[config.mk]
export PLATFORM = sky130hd
export DESIGN_NAME = axi_uart_core
export DESIGN_NICKNAME = d
export VERILOG_FILES = /design/src/rtl/axi_uart_pkg.sv /design/src/rtl/axi_uart_line_buf.sv /design/src/rtl/axi_uart_core.sv
export SDC_FILE = /design/constraint.sdc
export NUM_CORES = 1
export LEC_CHECK = 0
export CAP_MARGIN = 20
export CORE_UTILIZATION = 30
export CTS_CLUSTER_DIAMETER = 50
export CTS_CLUSTER_SIZE = 10
export DETAILED_ROUTE_END_ITERATION = 8
export DONT_BUFFER_PORTS = 1
export PLACE_DENSITY = 0.45
export SLEW_MARGIN = 20
export SYNTH_ARGS = -nofsm -noshare
export SYNTH_HDL_FRONTEND = slang
export SYNTH_SLANG_ARGS = --single-unit
[constraint.sdc]
create_clock -name clk_i -period 2.89 [get_ports clk_i]
set_input_delay 0.1445 -clock clk_i [delete_from_list [all_inputs] [get_ports clk_i]]
set_output_delay 0.1445 -clock clk_i [all_outputs]
set_load 0.03 [all_outputs]
[src/rtl/axi_uart_pkg.sv]
// Shared constants, channel structs and FSM state encodings for the AXI UART model.
package axi_uart_pkg;

  localparam logic [15:0] UartThrOffset = 16'h0000;
  localparam logic [15:0] UartLsrOffset = 16'h0014;
  localparam logic [31:0] UartLsrValue  = 32'h0000_0060;

  localparam logic [1:0] BurstFixed = 2'b00;
  localparam logic [1:0] BurstIncr  = 2'b01;
  localparam logic [1:0] BurstWrap  = 2'b10;
  localparam logic [1:0] RespOkay   = 2'b00;

  // Both enums share one package scope, so the idle labels carry a channel prefix.
  typedef enum logic [1:0] {WR_IDLE, WDATA, BRESP} wr_state_e;
  typedef enum logic       {RD_IDLE, RDATA}        rd_state_e;

  // Default request/response types: 64-bit data, 4-bit id, 32-bit address.
  typedef struct packed {
    logic [3:0]  id;
    logic [31:0] addr;
    logic [7:0]  len;
    logic [2:0]  size;
    logic [1:0]  burst;
  } axi_uart_ax_t;

  typedef struct packed {
    logic [63:0] data;
    logic [7:0]  strb;
    logic        last;
  } axi_uart_w_t;

  typedef struct packed {
    logic [3:0] id;
    logic [1:0] resp;
    logic       user;
  } axi_uart_b_t;

  typedef struct packed {
    logic [3:0]  id;
    logic [63:0] data;
    logic [1:0]  resp;
    logic        last;
    logic        user;
  } axi_uart_r_t;

  typedef struct packed {
    axi_uart_ax_t aw;
    logic         aw_valid;
    axi_uart_w_t  w;
    logic         w_valid;
    logic         b_ready;
    axi_uart_ax_t ar;
    logic         ar_valid;
    logic         r_ready;
  } axi_uart_req_t;

  typedef struct packed {
    logic        aw_ready;
    logic        ar_ready;
    logic        w_ready;
    logic        b_valid;
    axi_uart_b_t b;
    logic        r_valid;
    axi_uart_r_t r;
  } axi_uart_resp_t;

  // Register offset of an address: 4-byte stride inside the 64 KiB window.
  function automatic logic [15:0] reg_offset(input logic [15:0] addr);
    return {addr[15:2], 2'b00};
  endfunction

  // Next beat address; WRAP is deliberately handled like INCR.
  function automatic logic [15:0] next_addr(input logic [15:0] addr,
                                            input logic [2:0]  size,
                                            input logic [1:0]  burst);
    if (burst == BurstFixed) return addr;
    return addr + (16'd1 << size);
  endfunction

endpackage

[src/rtl/axi_uart_line_buf.sv]
// Print line buffer for the UART model: collects THR bytes and prints one
// "[UART] <line>" per newline or full buffer. Only instantiated by
// axi_uart_core when UART_PRINT_EN is defined.
module axi_uart_line_buf #(
  parameter int unsigned LineLen = 128
) (
  input  logic       clk_i,
  input  logic       rst_i,
  input  logic       valid_i,
  input  logic [7:0] data_i
);

  localparam int unsigned CntW = $clog2(LineLen + 1);

  logic [7:0]      buf_q [LineLen];
  logic [7:0]      buf_d [LineLen];
  logic [CntW-1:0] cnt_q, cnt_d;
  logic [CntW-1:0] flush_len;
  logic            flush;

  function automatic string line_str(input logic [7:0] b [LineLen], input logic [CntW-1:0] len);
    string s;
    s = "";
    for (int i = 0; i < int'(len); i++) s = $sformatf("%s%c", s, b[i]);
    return s;
  endfunction

  // Append the byte, or flag a flush on newline / buffer full.
  always_comb begin
    buf_d     = buf_q;
    cnt_d     = cnt_q;
    flush     = 1'b0;
    flush_len = cnt_q;
    if (valid_i) begin
      if (data_i == 8'h0A) begin
        flush = 1'b1;
        cnt_d = '0;
      end else begin
        buf_d[cnt_q] = data_i;
        if (cnt_q == CntW'(LineLen - 1)) begin
          flush     = 1'b1;
          flush_len = CntW'(LineLen);
          cnt_d     = '0;
        end else begin
          cnt_d = cnt_q + 1'b1;
        end
      end
    end
  end

  // Buffer state; a reset simply forgets whatever was collected.
  always_ff @(posedge clk_i) begin
    if (rst_i) begin
      cnt_q <= '0;
    end else begin
      cnt_q <= cnt_d;
      buf_q <= buf_d;
      if (flush) $display("[UART] %s", line_str(buf_d, flush_len));
    end
  end

endmodule

[src/rtl/axi_uart_core.sv]
// AXI4 slave UART model: THR writes leave on tx_valid_o/tx_data_o, LSR reads
// always report an empty transmitter, every access completes OKAY.
// Optional console printing is enabled by defining UART_PRINT_EN.
module axi_uart_core
  import axi_uart_pkg::*;
#(
  parameter type         axi_req_t    = axi_uart_pkg::axi_uart_req_t,
  parameter type         axi_resp_t   = axi_uart_pkg::axi_uart_resp_t,
  parameter int unsigned AxiDataWidth = 64,
  parameter int unsigned AxiIdWidth   = 4,
  parameter int unsigned LineLen      = 128
) (
  input  logic       clk_i,
  input  logic       rst_i,
  input  logic       testmode_i,
  input  axi_req_t   axi_req_i,
  output axi_resp_t  axi_resp_o,
  output logic       tx_valid_o,
  output logic [7:0] tx_data_o
);

  localparam int unsigned OffW = $clog2(AxiDataWidth / 8);

  wr_state_e             wr_state_q, wr_state_d;
  logic [AxiIdWidth-1:0] wr_id_q, wr_id_d;
  logic [15:0]           wr_addr_q, wr_addr_d;
  logic [2:0]            wr_size_q, wr_size_d;
  logic [1:0]            wr_burst_q, wr_burst_d;
  logic                  tx_valid_q, tx_valid_d;
  logic [7:0]            tx_data_q, tx_data_d;
  logic [OffW-1:0]       wr_lane;

  rd_state_e             rd_state_q, rd_state_d;
  logic [AxiIdWidth-1:0] rd_id_q, rd_id_d;
  logic [15:0]           rd_addr_q, rd_addr_d;
  logic [2:0]            rd_size_q, rd_size_d;
  logic [1:0]            rd_burst_q, rd_burst_d;
  logic [7:0]            rd_len_q, rd_len_d;
  logic [OffW-1:0]       rd_lane;
  logic [31:0]           rd_word;
  logic [AxiDataWidth-1:0] rd_data;

  logic unused_inputs;
  assign unused_inputs = ^{testmode_i, axi_req_i};

  // Write FSM next state, address walk and THR byte strobe.
  always_comb begin
    wr_state_d = wr_state_q;
    wr_id_d    = wr_id_q;
    wr_addr_d  = wr_addr_q;
    wr_size_d  = wr_size_q;
    wr_burst_d = wr_burst_q;
    tx_valid_d = 1'b0;
    tx_data_d  = tx_data_q;
    wr_lane    = wr_addr_q[OffW-1:0];
    unique case (wr_state_q)
      WR_IDLE: if (axi_req_i.aw_valid) begin
        wr_id_d    = AxiIdWidth'(axi_req_i.aw.id);
        wr_addr_d  = axi_req_i.aw.addr[15:0];
        wr_size_d  = axi_req_i.aw.size;
        wr_burst_d = axi_req_i.aw.burst;
        wr_state_d = WDATA;
      end
      WDATA: if (axi_req_i.w_valid) begin
        if (reg_offset(wr_addr_q) == UartThrOffset && axi_req_i.w.strb[wr_lane]) begin
          tx_valid_d = 1'b1;
          tx_data_d  = axi_req_i.w.data[8*int'(wr_lane) +: 8];
        end
        wr_addr_d = next_addr(wr_addr_q, wr_size_q, wr_burst_q);
        if (axi_req_i.w.last) wr_state_d = BRESP;
      end
      BRESP: if (axi_req_i.b_ready) wr_state_d = WR_IDLE;
      default: wr_state_d = WR_IDLE;
    endcase
  end

  // Read FSM next state and beat counter.
  always_comb begin
    rd_state_d = rd_state_q;
    rd_id_d    = rd_id_q;
    rd_addr_d  = rd_addr_q;
    rd_size_d  = rd_size_q;
    rd_burst_d = rd_burst_q;
    rd_len_d   = rd_len_q;
    unique case (rd_state_q)
      RD_IDLE: if (axi_req_i.ar_valid) begin
        rd_id_d    = AxiIdWidth'(axi_req_i.ar.id);
        rd_addr_d  = axi_req_i.ar.addr[15:0];
        rd_size_d  = axi_req_i.ar.size;
        rd_burst_d = axi_req_i.ar.burst;
        rd_len_d   = axi_req_i.ar.len;
        rd_state_d = RDATA;
      end
      RDATA: if (axi_req_i.r_ready) begin
        if (rd_len_q == 8'd0) begin
          rd_state_d = RD_IDLE;
        end else begin
          rd_len_d  = rd_len_q - 8'd1;
          rd_addr_d = next_addr(rd_addr_q, rd_size_q, rd_burst_q);
        end
      end
      default: rd_state_d = RD_IDLE;
    endcase
  end

  // Read data: register word placed on the 32-bit lane of the beat address.
  always_comb begin
    rd_lane = rd_addr_q[OffW-1:0];
    rd_word = (reg_offset(rd_addr_q) == UartLsrOffset) ? UartLsrValue : 32'h0;
    rd_data = AxiDataWidth'(rd_word) << (32 * int'(rd_lane >> 2));
  end

  // Channel handshakes follow the FSM states; everything is held quiet during reset.
  always_comb begin
    axi_resp_o          = '0;
    axi_resp_o.aw_ready = !rst_i && (wr_state_q == WR_IDLE);
    axi_resp_o.w_ready  = !rst_i && (wr_state_q == WDATA);
    axi_resp_o.b_valid  = !rst_i && (wr_state_q == BRESP);
    axi_resp_o.b.id     = wr_id_q;
    axi_resp_o.b.resp   = RespOkay;
    axi_resp_o.ar_ready = !rst_i && (rd_state_q == RD_IDLE);
    axi_resp_o.r_valid  = !rst_i && (rd_state_q == RDATA);
    axi_resp_o.r.id     = rd_id_q;
    axi_resp_o.r.data   = rd_data;
    axi_resp_o.r.resp   = RespOkay;
    axi_resp_o.r.last   = (rd_state_q == RDATA) && (rd_len_q == 8'd0);
  end

  // State registers for both FSMs and the tx strobe.
  always_ff @(posedge clk_i) begin
    if (rst_i) begin
      wr_state_q <= WR_IDLE;
      wr_id_q    <= '0;
      wr_addr_q  <= '0;
      wr_size_q  <= '0;
      wr_burst_q <= '0;
      tx_valid_q <= 1'b0;
      tx_data_q  <= '0;
      rd_state_q <= RD_IDLE;
      rd_id_q    <= '0;
      rd_addr_q  <= '0;
      rd_size_q  <= '0;
      rd_burst_q <= '0;
      rd_len_q   <= '0;
    end else begin
      wr_state_q <= wr_state_d;
      wr_id_q    <= wr_id_d;
      wr_addr_q  <= wr_addr_d;
      wr_size_q  <= wr_size_d;
      wr_burst_q <= wr_burst_d;
      tx_valid_q <= tx_valid_d;
      tx_data_q  <= tx_data_d;
      rd_state_q <= rd_state_d;
      rd_id_q    <= rd_id_d;
      rd_addr_q  <= rd_addr_d;
      rd_size_q  <= rd_size_d;
      rd_burst_q <= rd_burst_d;
      rd_len_q   <= rd_len_d;
    end
  end

  assign tx_valid_o = tx_valid_q;
  assign tx_data_o  = tx_data_q;

`ifdef UART_PRINT_EN
  axi_uart_line_buf #(.LineLen(LineLen)) i_line_buf (
    .clk_i   (clk_i),
    .rst_i   (rst_i),
    .valid_i (tx_valid_q),
    .data_i  (tx_data_q)
  );
`else
  // No console output: tx_valid_o/tx_data_o are the only byte sink.
`endif

endmodule

-- Word level (Yosys, flattened, before mapping)
Index checks and enable logic that the tools add are counted.
- flip-flop bits (word level): 70
- output and inout bits: 93
- mux-type cells: 33
- $lt $le $gt $ge: 1
- equal/unequal tests: 12
- bitwise logic cells: 3
- shift operators: 4
- reductions and logical operators: 22
- add/subtract/negate cells: 3
- operators with widths (kind ; count):
    16-bit 2-to-1 mux ; 7
    16-bit one-hot mux with 2 select lines ; 2
    64-bit by 7-bit indexed part select with 8-bit output ; 1
    7-bit by 6-bit << shifter with 64-bit output ; 1
    16-bit adder ; 2
    1-bit by 3-bit << shifter with 16-bit output, first input constant ; 2
    8-bit 2-to-1 mux ; 3
    8-bit one-hot mux with 2 select lines ; 1
    14-bit by 3-bit equality test with 1-bit output, second input constant ; 1
    14-bit logical NOT ; 1
    2-bit != test, second input constant ; 7
    1-bit 2-to-1 mux ; 12
    4-bit AND reduction ; 3
    8-bit logical NOT ; 1
    2-bit 2-to-1 mux ; 4
    8-bit by 1-bit subtractor with 8-bit output, second input constant ; 1
    1-bit logical AND ; 7
    7-bit 2-to-1 mux ; 1
    2-bit logical NOT ; 3
    3-bit != test, second input constant ; 2
    2-bit one-hot mux with 3 select lines ; 1
    3-bit AND reduction ; 2
    3-bit by 4-bit less-than comparator with 1-bit output, second input constant ; 1
    2-bit AND reduction ; 2
    8 further kinds ; 10

-- Depth between registers and ports, before layout
- word-level depth: 9
- mapped depth: 10
- mapped depth without buffers: 9

-- Worst setup path before layout
No wires, ideal clock.
- kind: register to register
- start point: register wr_size_q[0]
- end point: register wr_addr_q[10]
- slack: 408 ps
- period minus slack after synthesis: 2482 ps
- setup time: 75 ps
- buffers on the path: 1
- arrival: 2407 ps
- cell stages (with the launch flop): 11
- cells stage by stage: dfxtp_1 > clkbuf_1 > nor3_1 > ha_1 > fa_1 > a211oi_1 > o21ai_0 > a21oi_1 > o21a_1 > mux2_2 > a31oi_1
- longest elaborated chain between the ends: 5
- RTL lines (element ; RTL line ; RTL):
    start: declaration ; axi_uart_core.sv:27 ; logic [2:0] wr_size_q, wr_size_d;
    start signal: assignment ; axi_uart_core.sv:149 ; wr_size_q <= wr_size_d;
    1-bit by 3-bit << shifter with 16-bit output ; axi_uart_pkg.sv:77 ; return addr + (16'd1 << size);
    16-bit adder ; axi_uart_pkg.sv:77 ;
    16-bit 2-to-1 mux ; axi_uart_pkg.sv:77 ;
    16-bit 2-to-1 mux ; axi_uart_core.sv:64 ; WDATA: if (axi_req_i.w_valid) begin
    16-bit one-hot mux with 2 select lines ; axi_uart_core.sv:56 ; unique case (wr_state_q)
    end signal: assignment ; axi_uart_core.sv:148 ; wr_addr_q <= wr_addr_d;
    end: declaration ; axi_uart_core.sv:26 ; logic [15:0] wr_addr_q, wr_addr_d;
Every way passes these cells. The select of a mux whose other input is x is not followed.
A chain may end at the register's enable or synchronous reset.

-- Worst setup path in the final report
- start point: register wr_size_q[2]
- end point: register wr_addr_q[10]
Same word-level chain as after synthesis.

==> impl_metrics.ini <==
[timing]
finalCriticalPeriod_ns = 2.63
whs_ns = 0.0210
relSlewSlack = 0.365
finalHoldViolations = 0
finalCritPeriodShare = 0.910
fmax_mhz = 380
finalSetupViolCount = 0
tns_ns = 0
grt_setup_unrepaired = no
slew_viol_final = 0
skew_ns = 0.00584
worst_pin_slew_ns = 0.945

[drt]
first_pass_iters = 5
wirelength_microns = 15200
ant_nets = 0
drtIter0Drc = 252
remaining_drc_errors = 0
via_count = 4475
post_drt_wl_per_cell_microns = 17.5
vias_per_cell = 5.16

[yosys]
synth-seq-area-share = 0.272
ys_seq_elements = 70
synthCells = 624
synth_ff_type = dfxtp_1
synth-edff-count = 0
ys_async_sr_fraction = 0
syn_area_per_cell_sq_um = 8.27
yosys_warnings = 0
synth_area_sq_mm = 0.00516
synthDistinctLibCells = 69

[global_routing]
grt_pass1_vias = 4293
grt_max_degree = 60
track_usage = 0.170
overflow = 0
grt_pass1_wl_microns = 23400
antenna_found_initial = 2

[final_layout]
final_nets = 841
nFillCells = 1793
areaGrowthSynthToFinish_pct = 10.7
multi_input_area_sq_mm = 0.00329
layout_common_cells = nand2_1, dfxtp_1, conb_1, nor2_1, a21oi_1
seqCellArea_sq_mm = 0.00140
drive_gt1_frac = 0.117
final_common_cell = nand2_1

[placed_design]
dp_hpwl_microns = 11200
place.gp.congestion = 0.836
portBuffers = 0

[cts]
cts_buffer_depth = 2
hold_buffers = 25
cts_resized = 0
cts-root-buf = clkbuf_16
clock-sinks = 70
cts_buffers = 9
cts_setup_buffers = 0
htreeDepth = 3
insertion_delay_ns = 0.34
cts_tree = built
path_clk_slew_ns = 0.06

[floorplan]
die_area_sq_mm = 0.0177
io_pins = 272
die_w_microns = 133
core-area_sq_mm = 0.0167
fp.dieH_microns = 133
initial_core_util = 0.309
rows = 47

[power_and_ir_drop]
p_switching_mw = 1.00
p_clk_frac = 0.345
leakagePower_nw = 2.24
comb_power_share = 0.272
power_density_mw_per_mm2 = 522
power.internal_mw = 1.98
irDropWorstVdd_mv = 0.262
switching_share = 0.337
power_frac_seq = 0.383

[worst_setup_path]
worstSetupPathType = reg2reg
cp.arrival_ns = 2.90
endpoint_kind = flip-flop
worst-endpoint-required_ns = 3.16
crit_path_max_fanout = 6
crit_path_start_kind = flip-flop

[run]
max_cap_viol_count = 0

[run_status]
status = finished clean

[worst_hold_path]
worstHoldPathType = in2reg
## power groups by stage
stage                     logic, mW  clock network, mW  registers (mW)
after floorplan               0.723                  0            1.13
after global placement        0.752                  0            1.16
after detailed placement      0.762                  0            1.16
after CTS                     0.811               1.06            1.14
after global routing          0.892               1.11            1.15
final                         0.812               1.03            1.14
## per-stage QoR
| stage | util | setup WS (ns) | cell area (sq um) | total power, mW | instances |
|---|---|---|---|---|---|
| 5_1_grt | 0.342 | 0.0257 | 5710 | 3.15 | 868 |
| 3_3_place_gp | 0.310 | 0.270 | 5170 | 1.91 | 827 |
| 3_5_place_dp | 0.310 | 0.252 | 5170 | 1.92 | 827 |
| 2_1_floorplan | - | 0.408 | 5410 | 1.85 | 691 |
| 4_1_cts | 0.342 | 0.237 | 5710 | 3.01 | 867 |
| 6_report | 0.342 | 0.259 | 5710 | 2.98 | 868 |
## state kept, by name, summed over array words and instances, names as in the netlist
signal      flops
rd_burst_q      2
tx_data_o       8
tx_valid_o      1
rd_addr_q      16
wr_addr_q      16
wr_state_q      2
rd_state_q      1
wr_id_q         4
wr_burst_q      2
wr_size_q       3
rd_size_q       3
rd_len_q        8
rd_id_q         4
## metal layers
layer | part of all wire | track usage | vias to the layer above
met5 | 0.00072 | 0 | -
li1 | - | - | 2176
met3 | 0.056 | 0.0426 | 22
met4 | 0.021 | 0.0732 | 2
met1 | 0.43 | 0.212 | 2125
met2 | 0.49 | 0.280 | 150
## final cells by class
type                    instances  share of cell area
inverters                       8             0.00526
clock inverters                 1            0.000877
repair buffers                 48              0.0771
multi-input cells             506               0.576
clock buffers                  14              0.0462
well taps                     220              0.0482
diodes                          1            0.000438
flip-flops and latches         70               0.245
## worst max-delay path: stages, from the launching register on
cell	delay, ns
dfxtp_1	0.41
nor3_1	0.08
ha_1	0.21
fa_1	0.44
a211oi_1	0.32
o21ai_0	0.22
a21oi_1	0.17
o21a_1	0.23
mux2_2	0.35
a31oi_1	0.12
## logic make-up (layout without fill, tap and decap cells)
group                    count (synthesis)  count (layout)  share of synthesized area
buffers and inverters                  115              71                      0.141
adder cells (fa/ha/maj)                 19              19                     0.0490
other                                    1              69                   0.000727
flip-flops                              70              70                      0.272
multiplexers                            31              31                     0.0997
XOR/XNOR                                10              10                     0.0170
AO/OA/AOI/OAI                          172             172                      0.221
AND/OR/NAND/NOR                        206             206                      0.200
## synth_stat cells, types with 4 or more instances
cell | number | share of area
a21o_1 | 10 | 0.015
xnor2_1 | 9 | 0.015
clkbuf_1 | 19 | 0.014
nand3_1 | 11 | 0.011
o21ai_0 | 24 | 0.023
or3_1 | 4 | 0.0049
nand2_1 | 73 | 0.053
nor2_1 | 62 | 0.045
a211oi_1 | 25 | 0.036
o21a_1 | 5 | 0.0073
a31oi_1 | 6 | 0.0073
buf_1 | 6 | 0.0044
buf_2 | 7 | 0.0068
buf_4 | 73 | 0.11
dfxtp_1 | 70 | 0.27
and3_1 | 6 | 0.0073
o211ai_1 | 4 | 0.0058
a21oi_1 | 56 | 0.054
nor3_1 | 5 | 0.0049
mux2i_1 | 12 | 0.023
inv_1 | 8 | 0.0058
nor3b_1 | 7 | 0.010
a311oi_1 | 10 | 0.017
ha_1 | 17 | 0.041
nor4_1 | 7 | 0.0085
nand4_1 | 5 | 0.0061
mux4_2 | 16 | 0.070
and3b_1 | 4 | 0.0068
## path summary, 6_finish.rpt
kind                            depth (start not counted)                       start                          to  slack [ns]
worst max-delay path                                    9   wr_size_q[2]$_SDFFE_PP0P_  wr_addr_q[10]$_SDFFE_PP0P_        0.26
worst min-delay path                                    3                axi_req_i[0]       rd_state_q$_SDFF_PP0_        0.02
worst max register to register                          9   wr_size_q[2]$_SDFFE_PP0P_  wr_addr_q[10]$_SDFFE_PP0P_        0.26
worst min register to register                          2  wr_burst_q[0]$_SDFFE_PP0P_  wr_burst_q[0]$_SDFFE_PP0P_        0.45
Power figures use the tool's default switching activity.
